<file path="src/rtl/vec3_pkg.sv">
// vec3_pkg: shared types and constants for the sequenced vec3 length unit.
// Holds the packed vec3 bundle, the FSM state encoding and the Q-format unit.
package vec3_pkg;

  localparam int VEC_W  = 32;
  localparam int FRAC_W = 24;
  localparam logic [VEC_W-1:0] Q_ONE = 32'(1) << FRAC_W;

  typedef struct packed {
    logic [VEC_W-1:0] x;
    logic [VEC_W-1:0] y;
    logic [VEC_W-1:0] z;
  } vec3_t;

  typedef enum logic [2:0] {
    IDLE,
    SQX,
    SQY,
    SQZ,
    ROOT,
    DONE
  } state_e;

endpackage

</file>
<file path="src/rtl/vec3_length_seq_usqrt_step.sv">
// usqrt_step: one restoring square-root iteration (combinational).
// Brings in two radicand bits, tries (root<<2)|1 and keeps it if it fits.
module usqrt_step #(
  parameter int N = 32
) (
  input  logic [N+1:0] rem_i,
  input  logic [N-1:0] root_i,
  input  logic [1:0]   bits_i,
  output logic [N+1:0] rem_o,
  output logic [N-1:0] root_o
);

  logic [N+3:0] rem_sh;
  logic [N+3:0] trial;
  logic [N+3:0] diff;

  // Shift in the next radicand pair and attempt the trial subtraction.
  always_comb begin
    rem_sh = {rem_i, bits_i};
    trial  = {2'b00, root_i, 2'b01};
    diff   = rem_sh - trial;
    if (rem_sh >= trial) begin
      rem_o  = diff[N+1:0];
      root_o = {root_i[N-2:0], 1'b1};
    end else begin
      rem_o  = rem_sh[N+1:0];
      root_o = {root_i[N-2:0], 1'b0};
    end
  end

endmodule

</file>
<file path="src/rtl/vec3_length_seq.sv">
// vec3_length_seq: floor(sqrt(x^2+y^2+z^2)) with one shared multiplier
// and a bit-serial restoring sqrt. Option macro: VEC3_LEN_EARLY_ZERO_EN.
module vec3_length_seq
  import vec3_pkg::*;
#(
  parameter int N    = 32,
  parameter int FRAC = 24
) (
  input  logic           clk,
  input  logic           rst,
  input  logic           in_valid,
  output logic           in_ready,
  input  logic [3*N-1:0] vec,
  output logic           out_valid,
  input  logic           out_ready,
  output logic [N-1:0]   length,
  output logic           busy
);

  localparam int CW = $clog2(N);

  if (FRAC >= N || FRAC < 0) begin : g_bad_frac
    $error("FRAC must lie in [0, N)");
  end

  state_e          state_q;
  logic [3*N-1:0]  vec_q;
  logic [2*N-1:0]  acc_q;
  logic [2*N-1:0]  acc_d;
  logic [2*N-1:0]  op_q;
  logic [N+1:0]    rem_q;
  logic [N+1:0]    rem_d;
  logic [N-1:0]    root_q;
  logic [N-1:0]    root_d;
  logic [N-1:0]    len_q;
  logic [CW-1:0]   cnt_q;
  logic            out_valid_q;

  logic [N-1:0]    comp;
  logic [2*N-1:0]  comp_ext;
  logic [2*N-1:0]  sq;

  // Pick the component for this square cycle and square it (exact in 2N bits).
  always_comb begin
    comp = vec_q[3*N-1:2*N];
    if (state_q == SQY) comp = vec_q[2*N-1:N];
    if (state_q == SQZ) comp = vec_q[N-1:0];
    comp_ext = {{N{comp[N-1]}}, comp};
    sq       = comp_ext * comp_ext;
    acc_d    = acc_q + sq;
  end

  usqrt_step #(.N(N)) u_step (
    .rem_i  (rem_q),
    .root_i (root_q),
    .bits_i (op_q[2*N-1:2*N-2]),
    .rem_o  (rem_d),
    .root_o (root_d)
  );

  // Main sequencer: accept, accumulate squares, iterate sqrt, hold result.
  always_ff @(posedge clk) begin
    if (rst) begin
      state_q     <= IDLE;
      vec_q       <= '0;
      acc_q       <= '0;
      op_q        <= '0;
      rem_q       <= '0;
      root_q      <= '0;
      len_q       <= '0;
      cnt_q       <= '0;
      out_valid_q <= 1'b0;
    end else begin
      unique case (state_q)
        IDLE: begin
          if (in_valid) begin
            vec_q   <= vec;
            acc_q   <= '0;
            state_q <= SQX;
          end
        end
        SQX: begin
          acc_q   <= acc_d;
          state_q <= SQY;
        end
        SQY: begin
          acc_q   <= acc_d;
          state_q <= SQZ;
        end
        SQZ: begin
          acc_q  <= acc_d;
          op_q   <= acc_d;
          rem_q  <= '0;
          root_q <= '0;
          cnt_q  <= CW'(N-1);
`ifdef VEC3_LEN_EARLY_ZERO_EN
          if (acc_d == '0) begin
            len_q       <= '0;
            out_valid_q <= 1'b1;
            state_q     <= DONE;
          end else begin
            state_q <= ROOT;
          end
`else
          state_q <= ROOT;
`endif
        end
        ROOT: begin
          rem_q  <= rem_d;
          root_q <= root_d;
          op_q   <= op_q << 2;
          cnt_q  <= cnt_q - 1'b1;
          if (cnt_q == '0) begin
            len_q       <= root_d;
            out_valid_q <= 1'b1;
            state_q     <= DONE;
          end
        end
        DONE: begin
          if (out_ready) begin
            out_valid_q <= 1'b0;
            state_q     <= IDLE;
          end
        end
        default: state_q <= IDLE;
      endcase
    end
  end

  assign in_ready  = (state_q == IDLE) & ~rst;
  assign busy      = (state_q != IDLE);
  assign out_valid = out_valid_q;
  assign length    = len_q;

endmodule
</file>
<file path="config.mk">
export PLATFORM = sky130hd
export DESIGN_NAME = vec3_length_seq
export DESIGN_NICKNAME = d
export VERILOG_FILES = /design/src/rtl/vec3_pkg.sv /design/src/rtl/vec3_length_seq_usqrt_step.sv /design/src/rtl/vec3_length_seq.sv
export SDC_FILE = /design/constraint.sdc
export NUM_CORES = 2
export LEC_CHECK = 0
export ABC_AREA = 1
export CAP_MARGIN = 20
export CELL_PAD_IN_SITES_DETAIL_PLACEMENT = 2
export CELL_PAD_IN_SITES_GLOBAL_PLACEMENT = 2
export CORE_ASPECT_RATIO = 0.75
export CORE_MARGIN = 8
export CORE_UTILIZATION = 40
export CTS_BUF_LIST = sky130_fd_sc_hd__clkbuf_8
export DETAILED_ROUTE_END_ITERATION = 10
export DONT_BUFFER_PORTS = 1
export PLACE_DENSITY_LB_ADDON = 0.1
export SKIP_LAST_GASP = 1
export SLEW_MARGIN = 20
export SYNTH_ARGS = -nofsm -noshare
export SYNTH_HDL_FRONTEND = slang
export SYNTH_SLANG_ARGS = --single-unit
</file>
<file path="constraint.sdc">
create_clock -name clk -period 15.4 [get_ports clk]
set_input_delay 1.54 -clock clk [delete_from_list [all_inputs] [get_ports clk]]
set_output_delay 1.54 -clock clk [all_outputs]
set_load 0.01 [all_outputs]
</file>
==> metrics.md <==
| Metric | Value |
|---|---|
| Final Cell Area | 56600 µm² |
| Number of library cell types mapped by synthesis | 47 |
| Wire length per cell | 26.4 µm |
| Post-synth EDFFs | 0 |
| Synth Flop Type | dfxtp_1 |
| Die Y | 333 µm |
| Area of the die | 146000 µm² |
| Syn Std Cell Area | 53700 µm² |
| Synth top area cells | fa_1 42%, inv_1 13%, dfxtp_1 12% |
| Seq/Total Area, Yosys | 12.3% |
| Tmin final | 11.58 ns |
| Synth Area in XOR/XNOR | 0.832% |
| Initial DRT Pass Iterations | 5 |
| Hold Crit Class | flop to flop |
| Synth Register Bits | 331 |
| Area added between synthesis and finish | 5.48% |
| Syn_nets | 8207 |
| Fin util | 42.5% |
| Kind of critical path | flop to flop |
| Pre-CTS setup slack | 3.90 ns |
| Worst Clk Skew | 0.103 ns |
| Vias/cell | 5.26 |
| CTS tree | built |
| Starting Density | 40.3% |
| Ys Warns | 0 |
| Gr usage total | 30.6% |
| Final nets | 8098 |
| Setup violators final | 0 |
| Largest net degree at the start of global routing | 295 |
| Req. time, crit path | 16.05 ns |
| WL final | 222 mm |
| Instance area after placement | 55400 µm² |
| GRT overflow | 0 |
| Data arrival time of the critical path | 12.23 ns |
| TritonCTS Buffers | 57 |
| Fin crit share | 75.2% |
| Final setup TNS | 0 ns |
| Fin. max-slew vios | 0 |
| Max incr delay on CP | 0.84 ns |
| DRC Markers | 0 |
| Setup repair bufs after CTS | 0 |
| Clock sinks | 331 |
| Fmax | 86.3 MHz |
| Vias in the first global route | 51100 |
| RSZ-0062 raised after global routing | false |
| First-pass GRT wire length | 335 mm |
| Crit path capture type | flop |
| Worst-path clk slew | 0.07 ns |
| Synth Area in Adders | 48.4% |
| IO Pins | 135 |
| Yosys top cell by area | fa_1 |
| Share of cells above drive strength 1 | 3.69% |
| H-tree depth | 2 |
| DRT antenna net count | 0 |
| Main combinational cell family by area after synthesis | adder cells |
| # rows | 116 |
| PostCTS Resize Cnt | 0 |
| Final worst setup slack | 3.82 ns |
| Crit path max fanout | 24 |
| Routed vias | 44300 |
| Post-synthesis compound-gate area fraction | 6.71% |
| Slew @ Worst Pin | 1.18 ns |
| MaxCap Viol Count | 0 |
| Share of the synthesized area in the top cell type | 42.1% |
| DP Wirelength | 185 mm |
| Most used cell, CP | fa_1 |
| Status | complete, no violations |
| Crit path max-delay cell type | o21a_1 |
| Ys async rst share | 0% |
| Die width | 439 µm |
| Post-synthesis mux area share | 0.0187% |
| Maximum clock path buffer count | 3 |
| Initial DRC count | 2855 |
| Antenna violations before repair | 8 |
| Port bufs | 0 |
| Clock latency on the worst-skew pair | 0.75 ns |
| Cells after synthesis | 6707 |
| Hold Violations, Final | 0 |
| Clk root buf | clkbuf_8 |
| Slew margin rel. | 21.6% |
| Crit path launch type | flop |
| Syn avg cell area | 8.00 µm² |
| Hold_buf cts | 0 |
| GPL Wtd Cong | 0.924 |
| Synth Area in Simple Gates | 16.7% |
| Core area | 133000 µm² |
==> state kept, by name, summed over array words and instances, names as in the netlist <==
name,flops
vec_q,96
acc_q,64
op_q,64
rem_q,34
length,32
root_q,32
cnt_q,5
state_q,3
out_valid,1
==> area by class of cell <==
type,instances,area [µm²]
inverter,1878,7050
antenna,3,7.51
clock inverter,34,267
clock buffer,70,963
multi-input combinational,4275,39000
tap,1770,2210
sequential,331,6630
fill,15100,76600
timing repair buffer,55,417
==> critical path: cells and delay by family (launching register included) <==
family,cells,cell delay [ns]
adders and majority gates,9,4.54
buffers and inverters,10,2.79
and+or+nand+nor,12,2.30
AOI/OAI and AO/OA,3,1.17
DFF,1,0.69
==> through the flow <==
| stage | hold WS, ns | cells |
|---|---|---|
| final | 0.459 | 8416 |
| after global routing | 0.479 | 8415 |
| after CTS | 0.451 | 8413 |
| after detailed placement | 0.455 | 8309 |
| after global placement | 0.443 | 8309 |
| after floorplan | 0.430 | 6707 |
==> final timing paths <==
kind	slack [ns]	to	from	depth (start not counted)
worst max register to register	3.82	op_q[49]$_SDFFE_PP0P_	state_q[2]$_SDFFE_PP0P_	34
worst min register to register	0.46	vec_q[75]$_SDFFE_PP0P_	vec_q[75]$_SDFFE_PP0P_	2
worst max-delay path	3.82	op_q[49]$_SDFFE_PP0P_	state_q[2]$_SDFFE_PP0P_	34
worst min-delay path	0.46	vec_q[75]$_SDFFE_PP0P_	vec_q[75]$_SDFFE_PP0P_	2
==> cells in the mapped netlist (14+ instances only) <==
library cell	number
nand4_1	34
ha_1	272
inv_2	51
xor2_1	26
dfxtp_1	331
nand3_1	307
nand3b_1	38
o22ai_1	45
a211oi_1	32
o21ai_0	83
xnor2_1	25
nor2_1	566
buf_1	19
nor3_1	21
o21bai_1	22
buf_2	68
fa_1	1128
buf_4	19
a21oi_1	381
nand2_1	1191
a31oi_1	30
clkbuf_1	116
inv_1	1826
or2_2	14
==> metal layers <==
metal,global-route usage (%),vias to the layer above,routed length [µm]
met2,43.9,1283,91400
met3,10.2,304,21400
met4,6.47,8,5440
met5,0.691,-,180
li1,-,19400,-
met1,44.7,23300,104000
==> cell usage in the layout (no fill, tap or decap), types with 26 or more instances in the layout <==
master / count
nand2_1: 1190
buf_4: 54
inv_2: 51
ha_1: 272
dfxtp_1: 331
fa_1: 1128
a21oi_1: 379
nor2_1: 562
nand3b_1: 38
a31oi_1: 30
clkbuf_8: 70
o21ai_0: 83
a211oi_1: 32
nand3_1: 307
nand4_1: 34
xor2_1: 26
o22ai_1: 45
inv_1: 1840
==> logic make-up (layout without fill, tap and decap cells) <==
| kind of cell | Yosys count | in the layout |
|---|---|---|
| AOI/OAI and AO/OA | 638 | 638 |
| xor gates and xnor gates | 51 | 51 |
| adders and majority gates | 1400 | 1400 |
| buffers and inverters | 2101 | 2037 |
| DFF | 331 | 331 |
| muxes | 1 | 1 |
| other | 0 | 3 |
| and+or+nand+nor | 2185 | 2185 |
Power is not shown: default switching activity piles up to over one toggle a cycle in this logic, so the estimate is an artifact.
